**src/rtl/uart_baud_generator.sv**
```systemverilog
// Baud-rate tick generator: fractional divider producing oversampling, bit-boundary
// and mid-bit strobes for eight selectable UART rates, with synchronous realign.
module uart_baud_generator #(
  parameter int CLK_HZ     = 100_000_000,
  parameter int OVERSAMPLE = 16,
  parameter int FRAC_BITS  = 4
) (
  input  logic                          clk,
  input  logic                          reset,
  input  logic                          enable,
  input  logic                          restart,
  input  logic [2:0]                    baud_select,
  output logic                          sample_tick,
  output logic                          bit_tick,
  output logic                          mid_tick,
  output logic [$clog2(OVERSAMPLE)-1:0] bit_phase,
  output logic                          rate_pending
);

  localparam int PHASE_W = $clog2(OVERSAMPLE);
  localparam int FW      = (FRAC_BITS > 0) ? FRAC_BITS : 1;

  function automatic longint baud_of(input logic [2:0] r);
    case (r)
      3'd0:    return longint'(1200);
      3'd1:    return longint'(4800);
      3'd2:    return longint'(9600);
      3'd3:    return longint'(19200);
      3'd4:    return longint'(38400);
      3'd5:    return longint'(57600);
      3'd6:    return longint'(115200);
      default: return longint'(230400);
    endcase
  endfunction

  // Rounded divisor in units of 2^-FRAC_BITS clock cycles per sample.
  function automatic longint div_of(input logic [2:0] r);
    longint num;
    longint den;
    num = longint'(CLK_HZ) << FRAC_BITS;
    den = baud_of(r) * longint'(OVERSAMPLE);
    return (longint'(2) * num + den) / (longint'(2) * den);
  endfunction

  localparam longint D_SLOW = div_of(3'd0);
  localparam int     CNT_W  = $clog2((D_SLOW >> FRAC_BITS) + longint'(2));

  function automatic logic [CNT_W-1:0] int_of(input logic [2:0] r);
    return CNT_W'(div_of(r) >> FRAC_BITS);
  endfunction

  function automatic logic [FW-1:0] frac_of(input logic [2:0] r);
    return FW'(div_of(r) % (longint'(1) << FRAC_BITS));
  endfunction

  localparam logic [CNT_W-1:0] I_TAB [8] = '{
    int_of(3'd0), int_of(3'd1), int_of(3'd2), int_of(3'd3),
    int_of(3'd4), int_of(3'd5), int_of(3'd6), int_of(3'd7)
  };
  localparam logic [FW-1:0] F_TAB [8] = '{
    frac_of(3'd0), frac_of(3'd1), frac_of(3'd2), frac_of(3'd3),
    frac_of(3'd4), frac_of(3'd5), frac_of(3'd6), frac_of(3'd7)
  };

  localparam logic [CNT_W-1:0]   CNT_ONE    = CNT_W'(1);
  localparam logic [PHASE_W-1:0] PHASE_ONE  = PHASE_W'(1);
  localparam logic [PHASE_W-1:0] PHASE_LAST = PHASE_W'(OVERSAMPLE - 1);
  localparam logic [PHASE_W-1:0] PHASE_MID  = PHASE_W'(OVERSAMPLE / 2 - 1);

  for (genvar g = 0; g < 8; g++) begin : g_div_check
    if ((div_of(3'(g)) >> FRAC_BITS) < longint'(2)) begin : g_too_fast
      $error("uart_baud_generator: integer divisor below 2 for rate %0d", g);
    end
  end
  if (OVERSAMPLE < 4 || (OVERSAMPLE & (OVERSAMPLE - 1)) != 0) begin : g_os_check
    $error("uart_baud_generator: OVERSAMPLE must be a power of two >= 4");
  end
  if (FRAC_BITS < 0 || FRAC_BITS > 8) begin : g_frac_check
    $error("uart_baud_generator: FRAC_BITS must be within 0..8");
  end

  logic [2:0]         sel_r;
  logic [2:0]         rate_r;
  logic [CNT_W-1:0]   cnt_r;
  logic [FW-1:0]      acc_r;
  logic [PHASE_W-1:0] phase_r;
  logic               sample_tick_r;
  logic               bit_tick_r;
  logic               mid_tick_r;

  logic               tick_s;
  logic               bit_end_s;
  logic               mid_s;
  logic [FW:0]        sum_s;
  logic [2:0]         next_rate_s;
  logic [CNT_W-1:0]   load_i_s;
  logic [CNT_W-1:0]   carry_ext_s;

  // Tick decode, fractional add and the divisor for the next load.
  always_comb begin
    tick_s      = enable && (cnt_r == {CNT_W{1'b0}});
    bit_end_s   = tick_s && (phase_r == PHASE_LAST);
    mid_s       = tick_s && (phase_r == PHASE_MID);
    sum_s       = {1'b0, acc_r} + {1'b0, F_TAB[rate_r]};
    if (restart || bit_end_s) begin
      next_rate_s = sel_r;
    end else begin
      next_rate_s = rate_r;
    end
    load_i_s    = I_TAB[next_rate_s];
    carry_ext_s = {{(CNT_W-1){1'b0}}, sum_s[FW]};
  end

  // Register baud_select so a rate change never races the period logic.
  always_ff @(posedge clk or negedge reset) begin
    if (!reset) begin
      sel_r <= 3'd0;
    end else begin
      sel_r <= baud_select;
    end
  end

  // Period counter, fractional accumulator, bit phase, active rate and tick registers.
  always_ff @(posedge clk or negedge reset) begin
    if (!reset) begin
      rate_r        <= 3'd0;
      cnt_r         <= I_TAB[3'd0] - CNT_ONE;
      acc_r         <= {FW{1'b0}};
      phase_r       <= {PHASE_W{1'b0}};
      sample_tick_r <= 1'b0;
      bit_tick_r    <= 1'b0;
      mid_tick_r    <= 1'b0;
    end else if (restart) begin
      rate_r        <= next_rate_s;
      cnt_r         <= load_i_s - CNT_ONE;
      acc_r         <= {FW{1'b0}};
      phase_r       <= {PHASE_W{1'b0}};
      sample_tick_r <= 1'b0;
      bit_tick_r    <= 1'b0;
      mid_tick_r    <= 1'b0;
    end else if (enable) begin
      sample_tick_r <= tick_s;
      bit_tick_r    <= bit_end_s;
      mid_tick_r    <= mid_s;
      if (tick_s) begin
        // The carry of this add stretches the period that starts now.
        rate_r  <= next_rate_s;
        cnt_r   <= load_i_s - CNT_ONE + carry_ext_s;
        acc_r   <= sum_s[FW-1:0];
        phase_r <= phase_r + PHASE_ONE;
      end else begin
        cnt_r <= cnt_r - CNT_ONE;
      end
    end else begin
      sample_tick_r <= 1'b0;
      bit_tick_r    <= 1'b0;
      mid_tick_r    <= 1'b0;
    end
  end

  assign sample_tick  = sample_tick_r;
  assign bit_tick     = bit_tick_r;
  assign mid_tick     = mid_tick_r;
  assign bit_phase    = phase_r;
  assign rate_pending = (sel_r != rate_r);

endmodule
```
**config.mk**
```make
export PLATFORM = sky130hd
export DESIGN_NAME = uart_baud_generator
export DESIGN_NICKNAME = d
export VERILOG_FILES = /design/src/rtl/uart_baud_generator.sv
export SDC_FILE = /design/constraint.sdc
export NUM_CORES = 1
export LEC_CHECK = 0
export BUFFER_PORTS_ARGS = -buffer_cell sky130_fd_sc_hd__buf_2
export CORE_UTILIZATION = 45
export DETAILED_ROUTE_END_ITERATION = 12
export PLACE_DENSITY = 0.62
export SLEW_MARGIN = 30
export SYNTH_ARGS = -nofsm -noshare
export SYNTH_HDL_FRONTEND = slang
export SYNTH_SLANG_ARGS = --single-unit
```
**constraint.sdc**
```tcl
create_clock -name clk -period 9 [get_ports clk]
set_input_delay 0.9 -clock clk [delete_from_list [all_inputs] [get_ports clk]]
set_output_delay 0.9 -clock clk [all_outputs]
set_load 0.02 [all_outputs]
```
# [Word-level counts from Yosys, hierarchy flattened]
# Memory sizes are Yosys's and may differ from the RTL's.
# Index checks and enable logic that the tools add are counted.
[word_totals] reg_bits=30 rom_bits=136 in_bits=7 out_inout_bits=8 elab_cells=53 n_memories=2
[op_classes] addsub=5 n_lt_le_gt_ge=2 eq_ne=3 muxes=23 bitwise_logic=2 reduce_logical=8
[mem_list] memory="(name not given)" words=8 width=13 read_ports=1 rd_clocked_by_memory_dff=0 write_ports=0 line_no="110" text="load_i_s = I_TAB[next_rate_s];"
[mem_list] memory="(name not given)" words=8 width=4 read_ports=1 rd_clocked_by_memory_dff=0 write_ports=0 line_no="104" text="sum_s = {1'b0, acc_r} + {1'b0, F_TAB[rate_r]};"
[op_table] op="2-to-1 mux 13 bit" count=5
[op_table] op="2-to-1 mux 4 bit" count=8
[op_table] op="subtractor 13 x 1 -> 13 bit (second input constant)" count=2
[op_table] op="adder 13 x 1 -> 13 bit" count=1
[op_table] op="zero test 13 bit" count=1
[op_table] op="2-to-1 mux 3 bit" count=4
[op_table] op="greater-or-equal comparator 4 bit (second input constant)" count=2
[op_table] op="inverter 3 -> 4 bit" count=2
[op_table] op="2-to-1 mux 1 bit" count=6
[op_table] op="adder 4 x 4 -> 5 bit" count=1
[op_table] op="adder 4 x 1 -> 4 bit (second input constant)" count=1
[op_table] op="equality test 4 x 3 -> 1 bit (second input constant)" count=1
[op_table] op="equality test 4 bit (second input constant)" count=1
[op_table] op="nonzero test 2 bit" count=2
[op_table] op="logical AND 1 bit" count=3
[op_table] op="inequality test 3 bit" count=1
[op_table] op="AND reduction 2 bit" count=1
[op_table] op="logical OR 1 bit" count=1

# [Depth between registers and ports, before layout]
# Gate-level depths: netlist of run 1.
[depth] depth_word=14 ltp_mapped=18 mapped_depth_nobuf=16

# [Least setup slack after synthesis of run 1]
# OpenSTA, ideal clock, no wires.
[synth_path] path_kind="input -> register" start="in enable" end="reg cnt_r[4]" setup_time_ns=0.074 t_arrival_ns=3.557 path_slack_ns=5.370 stages=15 cell_sequence="and4b_1 -> buf_2 -> a31oi_2 -> nand2_1 -> nand2_1 -> ha_1 -> nand2b_4 -> o311ai_0 -> ha_1 -> ha_1 -> and2_1 -> a22oi_1 -> xnor2_1 -> o221ai_1 -> o21bai_1"
[synth_via] elab_chain_cells=13 word_cells_on_any_way=14
[synth_lines] item="from (decl)" line_no="10" text="input logic enable,"
[synth_lines] item="logical AND 1 bit" line_no="101" text="tick_s = enable && (cnt_r == {CNT_W{1'b0}});"
[synth_lines] item="logical AND 1 bit" line_no="102" text="bit_end_s = tick_s && (phase_r == PHASE_LAST);"
[synth_lines] item="logical OR 1 bit" line_no="105" text="if (restart || bit_end_s) begin"
[synth_lines] item="2-to-1 mux 3 bit" line_no="105"
[synth_lines] item="inverter 3 -> 4 bit (not written as such)" line_no="110"
[synth_lines] item="memory (8 x 13 bit)"
[synth_lines] item="2-to-1 mux 13 bit (not written as such) (2 in series)" line_no="110"
[synth_lines] item="subtractor 13 x 1 -> 13 bit" line_no="135, 148"
[synth_lines] item="adder 13 x 1 -> 13 bit" line_no="148" text="cnt_r <= load_i_s - CNT_ONE + carry_ext_s;"
[synth_lines] item="2-to-1 mux 13 bit" line_no="145" text="if (tick_s) begin"
[synth_lines] item="2-to-1 mux 13 bit" line_no="141" text="end else if (enable) begin"
[synth_lines] item="2-to-1 mux 13 bit" line_no="133" text="end else if (restart) begin"
[synth_lines] item="to (signal assigned)" line_no="135" text="cnt_r <= load_i_s - CNT_ONE;"
[synth_lines] item="to (signal assigned)" line_no="148"
[synth_lines] item="to (signal assigned)" line_no="152" text="cnt_r <= cnt_r - CNT_ONE;"
[synth_lines] item="to (decl)" line_no="84" text="logic [CNT_W-1:0] cnt_r;"
# Several ways; a longest one is shown, not always the timed one. The select of a mux whose other input is x is not followed.
# A chain may end at the register's enable or synchronous reset.

# [Final worst setup path of run 1]
# Ends and elaborated chain as after synthesis.

==> results of run 1 <==
-- sequential cells by signal (all words and copies together) (netlist names) --
signal	cells
cnt_r	13
bit_phase	4
sample_tick	1
rate_r	3
sel_r	3
bit_tick	1
mid_tick	1
acc_r	4
-- cell type report --
cell class              instances  area [sq um]
fillers                       509          2540
clock inverters                 3          40.0
multi-input cells             240          1630
inverters                      10          37.5
well taps                      70          87.6
clock buffers                   5          68.8
flip-flops and latches         30           759
repair buffers                 14          70.1
-- metal layers --
| layer | GRT usage [%] | vias up | share of wire [%] |
|---|---|---|---|
| met5 | 0 | - | 0 |
| met4 | 7.69 | 0 | 1.1 |
| met3 | 4.05 | 7 | 3.6 |
| met2 | 32.4 | 40 | 45 |
| met1 | 29.8 | 1029 | 50 |
| li1 | - | 1082 | - |
-- synthesized netlist by cell type (2+ instances only) --
master	number	share of area, %
nor3_1	6	1.2
o21bai_1	2	0.60
and2_1	4	0.99
nor4_1	3	0.75
nand2_1	39	5.8
o211ai_1	3	0.90
nor3b_1	2	0.60
dfstp_2	7	7.3
o21a_1	2	0.60
o41ai_1	2	0.70
a21oi_1	16	3.2
a31oi_1	5	1.2
a21o_1	4	1.2
or2_2	2	0.50
a32oi_1	3	1.0
buf_2	2	0.40
clkbuf_1	13	1.9
nand2b_1	3	0.75
mux2i_1	9	3.6
nor2_1	28	4.2
nand3_1	10	2.0
and3_1	5	1.2
ha_1	20	9.9
buf_6	2	0.90
a221o_1	2	0.80
xor2_1	3	1.0
o32ai_1	2	0.70
nand4_1	3	0.75
nand4b_1	3	1.0
o21ai_0	14	2.8
nor2b_1	3	0.75
xnor2_1	9	3.1
a211oi_1	3	0.90
dfrtp_1	23	23
inv_1	9	1.3
a221oi_1	2	0.70
-- power groups by stage --
| stage | clock [uW] | combinational, uW | sequential, uW |
|---|---|---|---|
| 2_1_floorplan | 0 | 96.3 | 165 |
| 3_3_place_gp | 0 | 116 | 172 |
| 3_5_place_dp | 0 | 116 | 172 |
| 4_1_cts | 140 | 117 | 169 |
| 5_1_grt | 146 | 132 | 171 |
| 6_report | 135 | 118 | 169 |
-- path summary, 6_finish.rpt --
| path | start | endpoint | slack (ps) | depth (start not counted) |
|---|---|---|---|---|
| min in group asynchronous | reset | cnt_r[7]$_DFFE_PN0P_ | 650 | 1 |
| worst min-delay path | cnt_r[12]$_DFFE_PN1P_ | cnt_r[12]$_DFFE_PN1P_ | 500 | 2 |
| worst max register to register | cnt_r[0]$_DFFE_PN1P_ | cnt_r[4]$_DFFE_PN1P_ | 4970 | 16 |
| worst max-delay path | enable | cnt_r[4]$_DFFE_PN1P_ | 4790 | 15 |
| max in group asynchronous | reset | sample_tick$_DFF_PN0_ | 7910 | 1 |
| worst min register to register | cnt_r[12]$_DFFE_PN1P_ | cnt_r[12]$_DFFE_PN1P_ | 500 | 2 |
-- kinds of logic (layout without fill, tap and decap cells) --
group,Yosys count,in the layout,share of synthesized area (%)
buffers and inverters,28,32,4.87
adder cells (fa/ha/maj),21,21,10.7
multiplexers,10,10,4.18
AND/OR/NAND/NOR,123,123,25.1
XOR/XNOR,12,12,4.18
AO/OA/AOI/OAI,74,74,20.8
flip-flops,30,30,30.2
-- critical path: stages --
cell	delay (ps)
buf_2	270
and4b_1	380
a31o_1	500
nand2_1	140
nand2_1	220
ha_1	260
nand2b_4	160
o311ai_0	190
ha_1	280
ha_1	280
and2_1	190
a22oi_1	210
xnor2_1	150
o221ai_1	130
o21bai_1	150
-- metrics by stage --
stage	hold WS, ps	cell area, sq um	util [%]	setup WS (ps)
detailed placement	493	2590	49.4	4550
floorplan	459	2520	-	5370
global placement	484	2590	49.4	4670
global route	527	2700	51.5	4570
CTS	507	2700	51.5	4850
finish	505	2700	51.5	4790
==> qor.csv, run 1 <==
metric,value,unit
status,finished clean,
Critical Path Start Type,primary input,
Fin. Hold Viols,0,
root buffer cell,clkbuf_8,
CTS Buf Count,5,
Iter 0 DRT Violations,145,
Vias/cell,5.80,
WL final,5860,um
initial antenna violation count,0,
Core ar.,5240,sq um
GRT Util Overall,21.3,%
Overflow after GRT,0,
CP Class,primary input to flip-flop,
Net Sw Frac,33.3,%
post_cts resized,0,
"most common cell after layout, fill and taps aside",nand2_1,
fraction of layout cells with a size suffix above 1,14.2,%
Seq pwr share,40.0,%
Mapped Nets,326,
fin crit share,46.8,%
area grow syn2layout,7.21,%
CTS Hold Bufs,0,
worst vdd ir,0.111,mV
CTS Buffer Depth,2,
crit path DAT,4430,ps
Total Power,423,uW
Max Slew Vio Count,0,
RD Place Congestion,0.819,
H-tree depth,2,
worst rel slew slack,41.8,%
routed len/inst,15.8,um
max-cap violations,0,
most frequent cells in the layout,"nand2_1, nor2_1, dfrtp_1",
skew final,6.69,ps
antenna-violating nets left,0,
NetSw,141,uW
largest net degree at the start of global routing,34,
setup TNS,0,ps
DRC violations left,0,
die area,5890,sq um
Post-Syn Area,2520,sq um
clock-pin slew on the worst setup and hold paths,70,ps
Int Pwr,282,uW
Starting Density,48.0,%
1st-pass router iterations,4,
diode count,0,
Leak,0.00122,uW
Top Ports,15,
Combinational Power Share,28.0,%
"Seq/Total Area, Yosys",30.2,%
synth unique cells,66,
Clock power frac,32.0,%
cell row count,26,
"Top FF cell, synth",dfrtp_1,
Die Span X,76.8,um
Nets,329,
Max Fclk,237,MHz
Final HPWL DP,4070,um
Syn Area/Cell,8.44,sq um
post-CTS setup buffers,0,
final worst path period need,4210,ps
CTS tree,yes,
RSZ-0062 raised after global routing,no,
synth warn,0,
Vias,2158,
CP Max Fanout,20,
PwrDens,157,nW/um^2
Die H,76.8,um
Post-Syn Instances,298,
Post-synth ARST share,100,%
vias in the first global route,1971,
Critical Path RT,9220,ps
Worst Hold Class,flip-flop to flip-flop,
Buffers on Ports,14,
Clock Sinks,30,
Finished Layout Cells,372,
clk_lat worst skew,280,ps
Placed Cells incl. Taps,364,
#FFs+latches synth,30,
global-route wire length before repair,9850,um
"EDFF count, synth",0,
element type at the critical path end,flip-flop,
slew at the pin closest to its max-slew limit,873,ps
setup violators final,0,
(Power assumes the default switching activity.)
==> inputs of run 2 (changes only) <==
ABC_AREA = 1   (was default)
PLACE_DENSITY = 0.64   (was 0.62)
clock period = 3.45 ns   (was 9 ns; I/O delays follow)
==> run 2 against run 1 <==
Worst hold slack got worse by 420 ps. Area after synthesis increased by 1.9%. Global-route usage increased by 0.75 points. Worst setup slack got worse by 4500 ps. Final cell count increased by 17%. Clock-buffer cell count increased by 1. Register-to-register slack got worse by 4600 ps. Critical path type is now flip-flop to flip-flop.
==> qor.csv, run 2 <==
metric,value,unit,change
Commonest cells post-synth,"nand2_1, inv_1, nor2_1",,
Vias,2260,,+4.7%
"most common cell after layout, fill and taps aside",nand2_1,,
Overflow after GRT,0,,unchanged
slew at the pin closest to its max-slew limit,676,ps,-197 ps
Clock Sinks,30,,unchanged
GRT Util Overall,22.0,%,+0.75 points
CP Max Fanout,8,,-60%
CTS Buffer Depth,2,,unchanged
most frequent cell after synthesis,nand2_1,,
Core ar.,5510,sq um,+5.1%
most frequent cells in the layout,"nand2_1, inv_1, nor2_1",,
cell row count,27,,+3.8%
setup TNS,0,ps,unchanged
CTS tree,yes,,
WL final,5800,um,-0.96%
"EDFF count, synth",0,,unchanged
Starting Density,46.6,%,-1.5 points
Post-Syn Area,2560,sq um,+1.9%
"Seq/Total Area, Yosys",29.6,%,-0.56 points
Leak,0.00146,uW,+20%
Synth Area in XOR/XNOR,3.42,%,-0.76 points
max-cap violations,0,,unchanged
CTS Buf Count,5,,unchanged
PwrDens,386,nW/um^2,+150%
Critical Path RT,3670,ps,-5550 ps
status,finished clean,,
worst rel slew slack,54.9,%,+13 points
Mapped Nets,371,,+14%
worst vdd ir,0.239,mV,+120%
Max Slew Vio Count,0,,unchanged
clock-pin slew on the worst setup and hold paths,70,ps,about the same
routed len/inst,13.3,um,-15%
vias in the first global route,2177,,+10%
crit path DAT,3330,ps,-1100 ps
synth warn,0,,unchanged
synth unique cells,43,,-35%
Worst Hold Class,primary input to asynchronous set/reset pin,,
Post-Synth Simple-Gate Area,35.6,%,+11 points
CTS Hold Bufs,0,,unchanged
Iter 0 DRT Violations,111,,-23%
number of flip-flops in the largest register,13,,unchanged
H-tree depth,2,,unchanged
Fin. Hold Viols,0,,unchanged
RD Place Congestion,0.906,,+11%
Yosys top cell by area,dfrtp_1,,
Post-Synth Adder-Cell Area,10.5,%,-0.20 points
area grow syn2layout,10.2,%,
die area,6000,sq um,+1.8%
antenna-violating nets left,0,,unchanged
Vias/cell,5.20,,-10%
Critical Path Start Type,flip-flop,,
fraction of layout cells with a size suffix above 1,19.3,%,+5.0 points
post-synthesis mux area share,0,%,-4.2 points
Max Fclk,321,MHz,
"Top FF cell, synth",dfrtp_1,,
Die H,77.5,um,+0.92%
skew final,12.5,ps,+5.77 ps
global-route wire length before repair,10300,um,+4.8%
Die Span X,77.5,um,+0.92%
clk_lat worst skew,290,ps,about the same
CP Class,flip-flop to flip-flop,,
final worst path period need,3110,ps,
DRC violations left,0,,unchanged
root buffer cell,clkbuf_8,,
largest net degree at the start of global routing,31,,-8.8%
Top Ports,15,,unchanged
element type at the critical path end,flip-flop,,
top-area cell type share of the netlist area,22.4,%,-0.42 points
setup violators final,0,,unchanged
Largest Register,cnt_r,,
Area contributors post-synth,"dfrtp_1, nand2_1, ha_1",,
fin crit share,90.3,%,
#FFs+latches synth,30,,unchanged
Final HPWL DP,4450,um,+9.1%
Syn Area/Cell,7.47,sq um,-11%
initial antenna violation count,0,,unchanged
diode count,0,,unchanged
Buffers on Ports,14,,unchanged
Synth Area in Compound Gates,12.7,%,-8.0 points
Post-synth ARST share,100,%,unchanged
setup slack at placement,299,ps,-4250 ps
Post-Syn Instances,343,,+15%
RSZ-0062 raised after global routing,no,,
setup ws final,336,ps,-4450 ps
Nets,390,,+19%
largest family of logic cells by synthesized area,simple AND/OR/NAND/NOR gates,,
1st-pass router iterations,4,,unchanged
-- run 2: cell count changes after synthesis, moves of 5 or more --
| cell | before | now |
|---|---|---|
| nand3_1 | 10 | 21 |
| mux2i_1 | 9 | 0 |
| clkbuf_1 | 13 | 3 |
| and3_1 | 5 | 0 |
| nand2_2 | 0 | 10 |
| inv_1 | 9 | 42 |
| nand2_4 | 0 | 10 |
| nand2_1 | 39 | 83 |
-- run 2: final timing paths --
path | end | cells past startpoint | startpoint | slack, ps
worst max-delay path | cnt_r[6]$_DFFE_PN1P_ | 22 | cnt_r[0]$_DFFE_PN1P_ | 340
worst min-delay path | bit_phase[2]$_DFFE_PN0P_ | 1 | reset | 90
worst max register to register | cnt_r[6]$_DFFE_PN1P_ | 22 | cnt_r[0]$_DFFE_PN1P_ | 340
min in group clk | sel_r[0]$_DFF_PN0_ | 1 | baud_select[0] | 160
max in group asynchronous | cnt_r[5]$_DFFE_PN0P_ | 1 | reset | 2920
worst min register to register | mid_tick$_DFF_PN0_ | 1 | bit_phase[3]$_DFFE_PN0P_ | 460
-- run 2: worst max-delay path, cell delays in order, from the launching register on --
cell,delay [ps]
dfstp_2,360
inv_1,120
ha_1,170
nand3_1,90
nor2_2,160
nand3_4,150
nand2_4,120
nand2_1,70
nand2_2,160
inv_1,130
ha_1,220
inv_1,90
nand2_4,90
nand2_8,120
ha_1,180
ha_1,170
inv_1,70
nor2_4,130
nand2_4,80
o21bai_1,140
nand3_1,100
nand2_1,70
o21ai_1,50
-- run 2: stage by stage --
| step | util [%] | instances | area [sq um] | hold slack [ps] | total power, uW |
|---|---|---|---|---|---|
| after global placement | 49.6 | 427 | 2730 | 419 | 787 |
| after CTS | 51.3 | 435 | 2820 | 104 | 1100 |
| after global routing | 51.3 | 435 | 2830 | 139 | 1170 |
| after detailed placement | 49.6 | 427 | 2730 | 427 | 790 |
| final | 51.3 | 435 | 2830 | 85.8 | 1090 |
| after floorplan | - | 343 | 2560 | 49.4 | 709 |
-- run 2: layout make-up --
type                            count  area, sq um
Fill cell                         540         2680
Multi-Input combinational cell    260         1600
Sequential cell                    30          759
Inverter                           47          181
Timing Repair Buffer               18          100
Tap cell                           72         90.1
Clock buffer                        6         82.6
Clock inverter                      2         12.5
-- run 2: layer usage --
layer	GRT usage [%]	up-vias	wire length, um
li1	-	1164	-
met1	29.8	1050	2920
met2	35.0	40	2650
met3	3.76	6	154
met4	8.30	0	86
met5	0	-	0
-- run 2: cells by family after synthesis --
group                      count (synthesis)
and+or+nand+nor                          176
xor gates and xnor gates                  10
adders and majority gates                 21
AOI/OAI and AO/OA                         53
buffers and inverters                     53
DFF                                       30
-- run 2: timing repair --
item / in CTS / in global routing
endpoints found under the setup margin: 0 / 4
gates resized for setup: 0 / 1
setup buffers: 0 / 0
-- run 2: report_power, final --
| group | total, uW | internal, uW | switching (uW) |
|---|---|---|---|
| Sequential | 430 | 396 | 34.7 |
| Clock | 304 | 160 | 144 |
| Combinational | 357 | 123 | 234 |
